<file path="src/rtl/aes_enc_dec_module_if.sv">
// rtl/aes_enc_dec_module_if.sv - byte stream bundle between data source, cipher stage and sink
interface aes_enc_dec_module_if;
  logic       in_valid;
  logic       new_msg;
  logic [7:0] in;
  logic [7:0] key;
  logic       out_flag;
  logic [7:0] out;

  modport master (
    output in_valid, new_msg, in, key,
    input  out_flag, out
  );

  modport slave (
    input  in_valid, new_msg, in, key,
    output out_flag, out
  );
endinterface

</file>
<file path="src/rtl/aes_enc_dec_module.sv">
// rtl/aes_enc_dec_module.sv - byte-serial S-box keystream cipher, same path for encrypt and decrypt
module aes_enc_dec_module (
  input logic                  clk,
  input logic                  rst_n,
  aes_enc_dec_module_if.slave  bus
);

  logic [7:0] state;
  logic [7:0] ks;

  // GF(2^8) multiply modulo x^8+x^4+x^3+x+1
  function automatic logic [7:0] gf_mul(input logic [7:0] a, input logic [7:0] b);
    logic [7:0] p;
    logic [7:0] aa;
    p  = 8'h00;
    aa = a;
    for (int i = 0; i < 8; i++) begin
      if (b[i]) p = p ^ aa;
      aa = {aa[6:0], 1'b0} ^ (aa[7] ? 8'h1b : 8'h00);
    end
    return p;
  endfunction

  // AES forward S-box: multiplicative inverse as x^254 (0 maps to 0), then affine map
  function automatic logic [7:0] sbox(input logic [7:0] x);
    logic [7:0] x2, x3, x6, x7, x14, x15, x30, x31, x62, x63, x126, x127, inv;
    logic [7:0] s;
    logic [7:0] c;
    logic [2:0] j;
    x2   = gf_mul(x, x);
    x3   = gf_mul(x2, x);
    x6   = gf_mul(x3, x3);
    x7   = gf_mul(x6, x);
    x14  = gf_mul(x7, x7);
    x15  = gf_mul(x14, x);
    x30  = gf_mul(x15, x15);
    x31  = gf_mul(x30, x);
    x62  = gf_mul(x31, x31);
    x63  = gf_mul(x62, x);
    x126 = gf_mul(x63, x63);
    x127 = gf_mul(x126, x);
    inv  = gf_mul(x127, x127);
    c    = 8'h63;
    s    = 8'h00;
    for (int i = 0; i < 8; i++) begin
      j    = 3'(i);
      s[j] = inv[j] ^ inv[j + 3'd4] ^ inv[j + 3'd5] ^ inv[j + 3'd6] ^ inv[j + 3'd7] ^ c[j];
    end
    return s;
  endfunction

  // next keystream byte is the S-box image of the current state
  always_comb begin
    ks = sbox(state);
  end

  // reset > message reload > data byte; keystream only advances on accepted bytes
  always_ff @(posedge clk) begin
    if (!rst_n) begin
      state        <= 8'h00;
      bus.out      <= 8'h00;
      bus.out_flag <= 1'b0;
    end else if (bus.new_msg) begin
      state        <= bus.key;
      bus.out_flag <= 1'b0;
    end else if (bus.in_valid) begin
      state        <= ks;
      bus.out      <= bus.in ^ ks;
      bus.out_flag <= 1'b1;
    end else begin
      bus.out_flag <= 1'b0;
    end
  end

endmodule

</file>
<file path="src/flat_wrapper.sv">
// flat-port wrapper written by rule: the top's interface ports become plain ports
module aes_enc_dec_module_flat 
  (clk, rst_n, bus_in_valid, bus_new_msg, bus_in, bus_key, bus_out_flag, bus_out);
  aes_enc_dec_module_if bus_i ();
  input logic clk;
  input logic rst_n;
  input wire logic [$bits(bus_i.in_valid)-1:0] bus_in_valid;
  input wire logic [$bits(bus_i.new_msg)-1:0] bus_new_msg;
  input wire logic [$bits(bus_i.in)-1:0] bus_in;
  input wire logic [$bits(bus_i.key)-1:0] bus_key;
  output wire logic [$bits(bus_i.out_flag)-1:0] bus_out_flag;
  output wire logic [$bits(bus_i.out)-1:0] bus_out;
  assign bus_i.in_valid = bus_in_valid;
  assign bus_i.new_msg = bus_new_msg;
  assign bus_i.in = bus_in;
  assign bus_i.key = bus_key;
  assign bus_out_flag = bus_i.out_flag;
  assign bus_out = bus_i.out;
  aes_enc_dec_module u_core (.clk(clk), .rst_n(rst_n), .bus(bus_i));
endmodule
</file>
<file path="config.mk">
export PLATFORM = sky130hd
export DESIGN_NAME = aes_enc_dec_module_flat
export DESIGN_NICKNAME = d
export VERILOG_FILES = /design/src/rtl/aes_enc_dec_module_if.sv /design/src/rtl/aes_enc_dec_module.sv /design/src/flat_wrapper.sv
export SDC_FILE = /design/constraint.sdc
export NUM_CORES = 1
export LEC_CHECK = 0
export ABC_AREA = 1
export CAP_MARGIN = 20
export CORE_MARGIN = 2
export CORE_UTILIZATION = 40
export CTS_BUF_LIST = sky130_fd_sc_hd__clkbuf_8
export CTS_CLUSTER_DIAMETER = 150
export DETAILED_ROUTE_END_ITERATION = 16
export GPL_TIMING_DRIVEN = 0
export SETUP_SLACK_MARGIN = 0.15
export SYNTH_ARGS = -nofsm -noshare
export SYNTH_HDL_FRONTEND = slang
export SYNTH_SLANG_ARGS = --single-unit
</file>
<file path="constraint.sdc">
create_clock -name clk -period 20.9 [get_ports clk]
set_input_delay 6.27 -clock clk [delete_from_list [all_inputs] [get_ports clk]]
set_output_delay 6.27 -clock clk [all_outputs]
set_load 0.02 [all_outputs]
</file>
---- Word-level counts from Yosys, hierarchy flattened ----
Cells that the tools add are included.
storage, ports and cells
  register bits after elaboration ......... 17
  input port bits ......................... 20
  output and inout port bits .............. 9
  logic and storage cells ................. 421
cells by class
  multiplexer cells ....................... 198
  bitwise logic cells ..................... 217
  reduce and logical (&&, ||, !) cells .... 3
operators by type and width
  cell                 number
  bitwise XOR 8 bit    183
  two-way mux 8 bit    106
  two-way mux 5 bit    91
  bitwise XOR 1 bit    28
  NOT 1 bit            6
  AND reduction 2 bit  1
  nonzero test 2 bit   1
  OR reduction 2 bit   1
  two-way mux 1 bit    1

---- Depth between registers and ports, before layout ----
  depth after elaboration ................. 215
  gate-level depth with buffers ........... 193
  depth with buffers taken out ............ 185

---- Worst setup path after synthesis ----
No wires, ideal clock.
  kind .................................... register to register
  from .................................... register u_core.state[7]
  to ...................................... register u_core.bus.out[2]
  library setup time ...................... 113 ps
  arrival time ............................ 16552 ps
  data required time ...................... 20787 ps
  path slack .............................. 4235 ps
  cell stages (with the launch flop) ...... 175
  path buffers ............................ 12
  period minus slack after synthesis ...... 16665 ps
  cells stage by stage .................... dfxtp_1 > ha_1 > inv_1 > nand2_1 > nand3_1 > nand2_1 > nand2_1 > nand2_1 > inv_1 > nor2_1 > nand2_2 > nand2_8 > inv_8 > nand3_4 > nand2_1 > nand2_2 > nand2_4 > buf_12 > [139 not listed] > inv_1 > nand3_1 > nand3_1 > xor2_1 > nand2_1 > nand2_1 > nand2_1 > nand2_2 > xor2_2 > nand2_2 > nand2_1 > nand2_1 > nand2_1 > nand2_1 > nand3_1 > o21ai_1 > inv_2 > nor2_1
on the way
  longest elaborated chain between the ends .. 206
  elaborated cells on any way between the ends .. 378
  those cells by class .................... mux (191); bitwise (187)
RTL lines
  element                                                        line                                                text
  start, declared                                                aes_enc_dec_module.sv:8                             logic [7:0] state;
  start signal, assigned                                         aes_enc_dec_module.sv:64                            state <= bus.key;
  start signal, assigned                                         aes_enc_dec_module.sv:67                            state <= ks;
  two-way mux 5 bit / two-way mux 8 bit (equally long branches)  aes_enc_dec_module.sv:19, aes_enc_dec_module.sv:18
  bitwise XOR 8 bit (on tied branches)                           aes_enc_dec_module.sv:19, aes_enc_dec_module.sv:18
  bitwise XOR 8 bit / two-way mux 8 bit (equally long branches)  aes_enc_dec_module.sv:18                            if (b[i]) p = p ^ aa;
  two-way mux 8 bit / bitwise XOR 8 bit (equally long branches)  aes_enc_dec_module.sv:18
  bitwise XOR 8 bit / two-way mux 8 bit (equally long branches)  aes_enc_dec_module.sv:18
  two-way mux 8 bit / bitwise XOR 8 bit (equally long branches)  aes_enc_dec_module.sv:18
  bitwise XOR 8 bit / two-way mux 8 bit (equally long branches)  aes_enc_dec_module.sv:18
  two-way mux 8 bit / bitwise XOR 8 bit (equally long branches)  aes_enc_dec_module.sv:18
  [188 not listed]                                               --
  two-way mux 8 bit                                              aes_enc_dec_module.sv:18
  bitwise XOR 8 bit                                              aes_enc_dec_module.sv:18
  two-way mux 8 bit                                              aes_enc_dec_module.sv:18
  bitwise XOR 8 bit                                              aes_enc_dec_module.sv:18
  two-way mux 8 bit (*)                                          aes_enc_dec_module.sv:18
  bitwise XOR 1 bit (3 in a row)                                 aes_enc_dec_module.sv:47                            s[j] = inv[j] ^ inv[j + 3'd4] ^ inv[j + 3'd5] ^ inv[j + 3'd6] ^ inv[j + 3'd7] ^ c[j];
  bitwise XOR 1 bit (*)                                          aes_enc_dec_module.sv:47
  bitwise XOR 8 bit (*)                                          aes_enc_dec_module.sv:68                            bus.out <= bus.in ^ ks;
  end signal, assigned                                           aes_enc_dec_module.sv:68
  end, declared                                                  aes_enc_dec_module_if.sv:17                         output out_flag, out
Every way passes the cells marked *; elsewhere a longest branch is shown, timed or not.
A chain may end at the register's enable or synchronous reset.

---- Final worst setup path ----
  from .................................... register u_core.state[0]
  to ...................................... register u_core.bus.out[3]
on the way
  longest elaborated chain between the ends .. 206
  elaborated cells on any way between the ends .. 375
  those cells by class .................... mux (188); bitwise (187)
RTL lines
  element                         line
  two-way mux 8 bit               aes_enc_dec_module.sv:18
  bitwise XOR 8 bit               aes_enc_dec_module.sv:18
  two-way mux 8 bit               aes_enc_dec_module.sv:18
  bitwise XOR 8 bit               aes_enc_dec_module.sv:18
  two-way mux 8 bit               aes_enc_dec_module.sv:18
  bitwise XOR 8 bit               aes_enc_dec_module.sv:18
  two-way mux 8 bit               aes_enc_dec_module.sv:18
  bitwise XOR 8 bit               aes_enc_dec_module.sv:18
  [188 not listed]                --
  two-way mux 8 bit               aes_enc_dec_module.sv:18
  bitwise XOR 8 bit               aes_enc_dec_module.sv:18
  two-way mux 8 bit               aes_enc_dec_module.sv:18
  bitwise XOR 8 bit               aes_enc_dec_module.sv:18
  two-way mux 8 bit (*)           aes_enc_dec_module.sv:18
  bitwise XOR 1 bit (3 in a row)  aes_enc_dec_module.sv:47
  bitwise XOR 1 bit (*)           aes_enc_dec_module.sv:47
  bitwise XOR 8 bit (*)           aes_enc_dec_module.sv:68
Marks and branches as above.

==> results.py <==
metrics = {
    "cts": {
        "cts_root_buf": "clkbuf_8",
        "cts_made_buffers": 3,
        "cts.path.max_buffers": 2,
        "h-tree-depth": 1,
        "clock_latency_ns": 0.25,
        "cts_num_sinks": 17,
        "hold_buffers": 0,
        "cts_tree": "yes",
        "clkTransAtPathRegs_ns": 0.07,
    },
    "yosys": {
        "ys.flop_type": "dfxtp_1",
        "ys_seq_area_share_pct": 1.24,
        "synth_adder_area_share_pct": 0.318,
        "async_flop_share_pct": 0,
        "syn_nets": 5193,
        "synth-simple-area-share_pct": 80.6,
        "synth-xor-area-share_pct": 1.59,
        "syn_inst": 5166,
        "synth_warnings": 0,
        "muxShareOfSynthArea_pct": 0.218,
        "synth_edf_count": 0,
        "synth_area_um2": 27500,
        "synth_compound_area_share_pct": 1.59,
        "ys_ff_latch": 17,
        "synth_cell_types": 49,
        "synth_top_family_by_area": "simple AND/OR/NAND/NOR gates",
        "syn_avg_cell_area_um2": 5.33,
    },
    "worst_setup_path": {
        "timing.critical_path.mode_cell": "nand2_1",
        "cp-start-kind": "flip-flop",
        "worstPathArrival_ns": 18.98,
        "cp-end-kind": "flip-flop",
        "critical_path.max_stage_delay_ns": 0.40,
        "critical-path-slowest-cell": "ha_2",
        "path_class": "reg2reg",
        "path_delay_family": "simple AND/OR/NAND/NOR gates",
        "path_buf_inv": 33,
        "path_max_fanout": 10,
        "crit_required_ns": 21.05,
    },
    "routing": {
        "num_vias": 31100,
        "routed_wl_um": 85700,
        "vias_per_cell": 5.11,
        "drt_first_pass_iters": 7,
        "drcViolationCount": 0,
        "drtAntennaViolNets": 0,
        "wire_per_inst_um": 14.1,
        "initialDrtViolationCount": 2438,
    },
    "final_layout": {
        "drive_above_1_share_pct": 24.6,
        "fillers": 7534,
        "antenna-diode-count": 0,
        "synthToLayoutAreaGrowth_pct": 6.23,
        "nets": 5238,
    },
    "grt": {
        "overflow": 0,
        "grt_pass1_wl_um": 140000,
        "grt_usage_pct": 23.6,
        "grt_pass1_vias": 27300,
        "grt_start_max_net_pins": 11,
        "grt_antenna_before_repair": 0,
    },
    "run_status": {
        "status": "completed",
    },
    "timing": {
        "clock_skew_ns": 0.00478,
        "setup_viol": 0,
        "post-route-min-period_ns": 18.83,
        "rsz0062_at_grt": "false",
        "tightest_slew_ns": 1.02,
        "hold_viol_final": 0,
        "setup_tns_ns": 0,
        "relSlewSlack_pct": 31.7,
        "max_freq_mhz": 53.1,
        "slew_viol_final": 0,
        "period_share_pct": 90.1,
    },
    "placed_design": {
        "gp_congestion": 0.939,
        "hpwl_um": 69200,
        "port_buffers": 26,
    },
    "floorplanning": {
        "start_util_pct": 40.3,
        "rows": 96,
        "die_w_um": 266,
        "dieHeight_um": 266,
        "coreArea_um2": 68300,
        "die_area_um2": 71000,
        "num_io_pins": 29,
    },
    "job": {
        "maxCapViolations": 0,
    },
    "min_path": {
        "holdCritPathClass": "reg2reg",
    },
}
==> synthesized netlist by cell type, types with 14 or more instances <==
master,count,area [um2]
nand3_2,167,1670
a21oi_1,30,150
nor2_1,211,792
o21ai_0,14,70.1
nand3b_1,29,218
nand2_1,2034,7630
clkinv_1,17,63.8
nand3_1,972,4860
nand4_1,49,307
dfxtp_1,17,340
nand2_4,212,2390
buf_6,43,484
clkbuf_8,28,385
o21ai_1,14,70.1
nor2_2,50,313
buf_2,15,75.1
inv_1,469,1760
nand2_8,22,440
nand3_4,23,403
xor2_1,22,193
inv_2,120,450
nand2_2,450,2820
==> sequential cells by signal, summed over array words and instances, names as in the netlist <==
signal,flops
u_core.bus.out_flag,1
u_core.state,8
u_core.bus.out,8
==> through the flow <==
| step | setup WS (ns) | hold slack, ns | util, % | std cells | cell area [um2] |
|---|---|---|---|---|---|
| after floorplan | 4.23 | 0.651 | - | 5166 | 27500 |
| after global placement | 0.357 | 0.580 | 42.3 | 6074 | 28900 |
| after detailed placement | 0.292 | 0.579 | 42.3 | 6074 | 28900 |
| after CTS | 0.219 | 0.598 | 42.4 | 6078 | 29000 |
| after global routing | 0.163 | 0.645 | 42.8 | 6092 | 29300 |
| final | 2.07 | 0.592 | 42.8 | 6092 | 29300 |
==> routing by layer <==
metal	wire length, um	vias to the layer above	global-route usage, %
met2	38200	792	39.0
met3	4590	99	1.25
met1	41400	13900	33.9
met5	0	-	0
li1	-	16400	-
met4	1500	0	4.19
==> cell families after synthesis <==
kind of cell	after synthesis
AO/OA/AOI/OAI	77
AND/OR/NAND/NOR	4243
multiplexers	6
XOR/XNOR	43
flip-flops	17
adder cells (fa/ha/maj)	7
buffers and inverters	773
==> tightest hold or removal path, stage by stage, from the launching register on <==
cell     delay, ns
dfxtp_1       0.32
nor2_1        0.10
o21ai_1       0.07
inv_2         0.04
nor2_1        0.03
==> final cells by class <==
cell class,instances,area [um2],area share (%)
multi-input combinational,4376,23400,79.9
inverter,636,2510,8.60
buffer,137,1510,5.17
tap,882,1100,3.77
timing repair buffer,40,365,1.25
sequential,17,345,1.18
clock buffer,3,41.3,0.141
clock inverter,1,5.00,0.0171
==> worst paths after layout <==
kind                             to              start  slack (ns)  cells after the start
hold / removal    u_core.bus.out[2]  u_core.bus.out[2]        0.59                      4
setup / recovery  u_core.bus.out[3]    u_core.state[0]        2.07                    171
hold reg to reg   u_core.bus.out[2]  u_core.bus.out[2]        0.59                      4
setup reg to reg  u_core.bus.out[3]    u_core.state[0]        2.07                    171
==> timing repair <==
| action | CTS | global route |
|---|---|---|
| endpoints found under the setup margin | 0 | 16 |
| buffers inserted | 0 | 14 |
| resized for setup | 0 | 58 |
==> placed cells by master (no fill, tap or decap), drive strengths merged <==
cell / n
mux2i: 6
buf: 110
o211ai: 1
nand4: 49
inv: 613
o21ai: 29
clkdlybuf4s50: 26
a21boi: 2
nor2: 280
nand3: 1162
nand3b: 34
nand2: 2718
xnor2: 14
dfxtp: 17
clkbuf: 44
o21bai: 5
ha: 7
a21oi: 32
xor2: 29
clkinv: 24
a22oi: 8
Power is left out: the tool's default activity adds up to more than one toggle a clock period on the data nets, which glitch-free logic cannot reach.
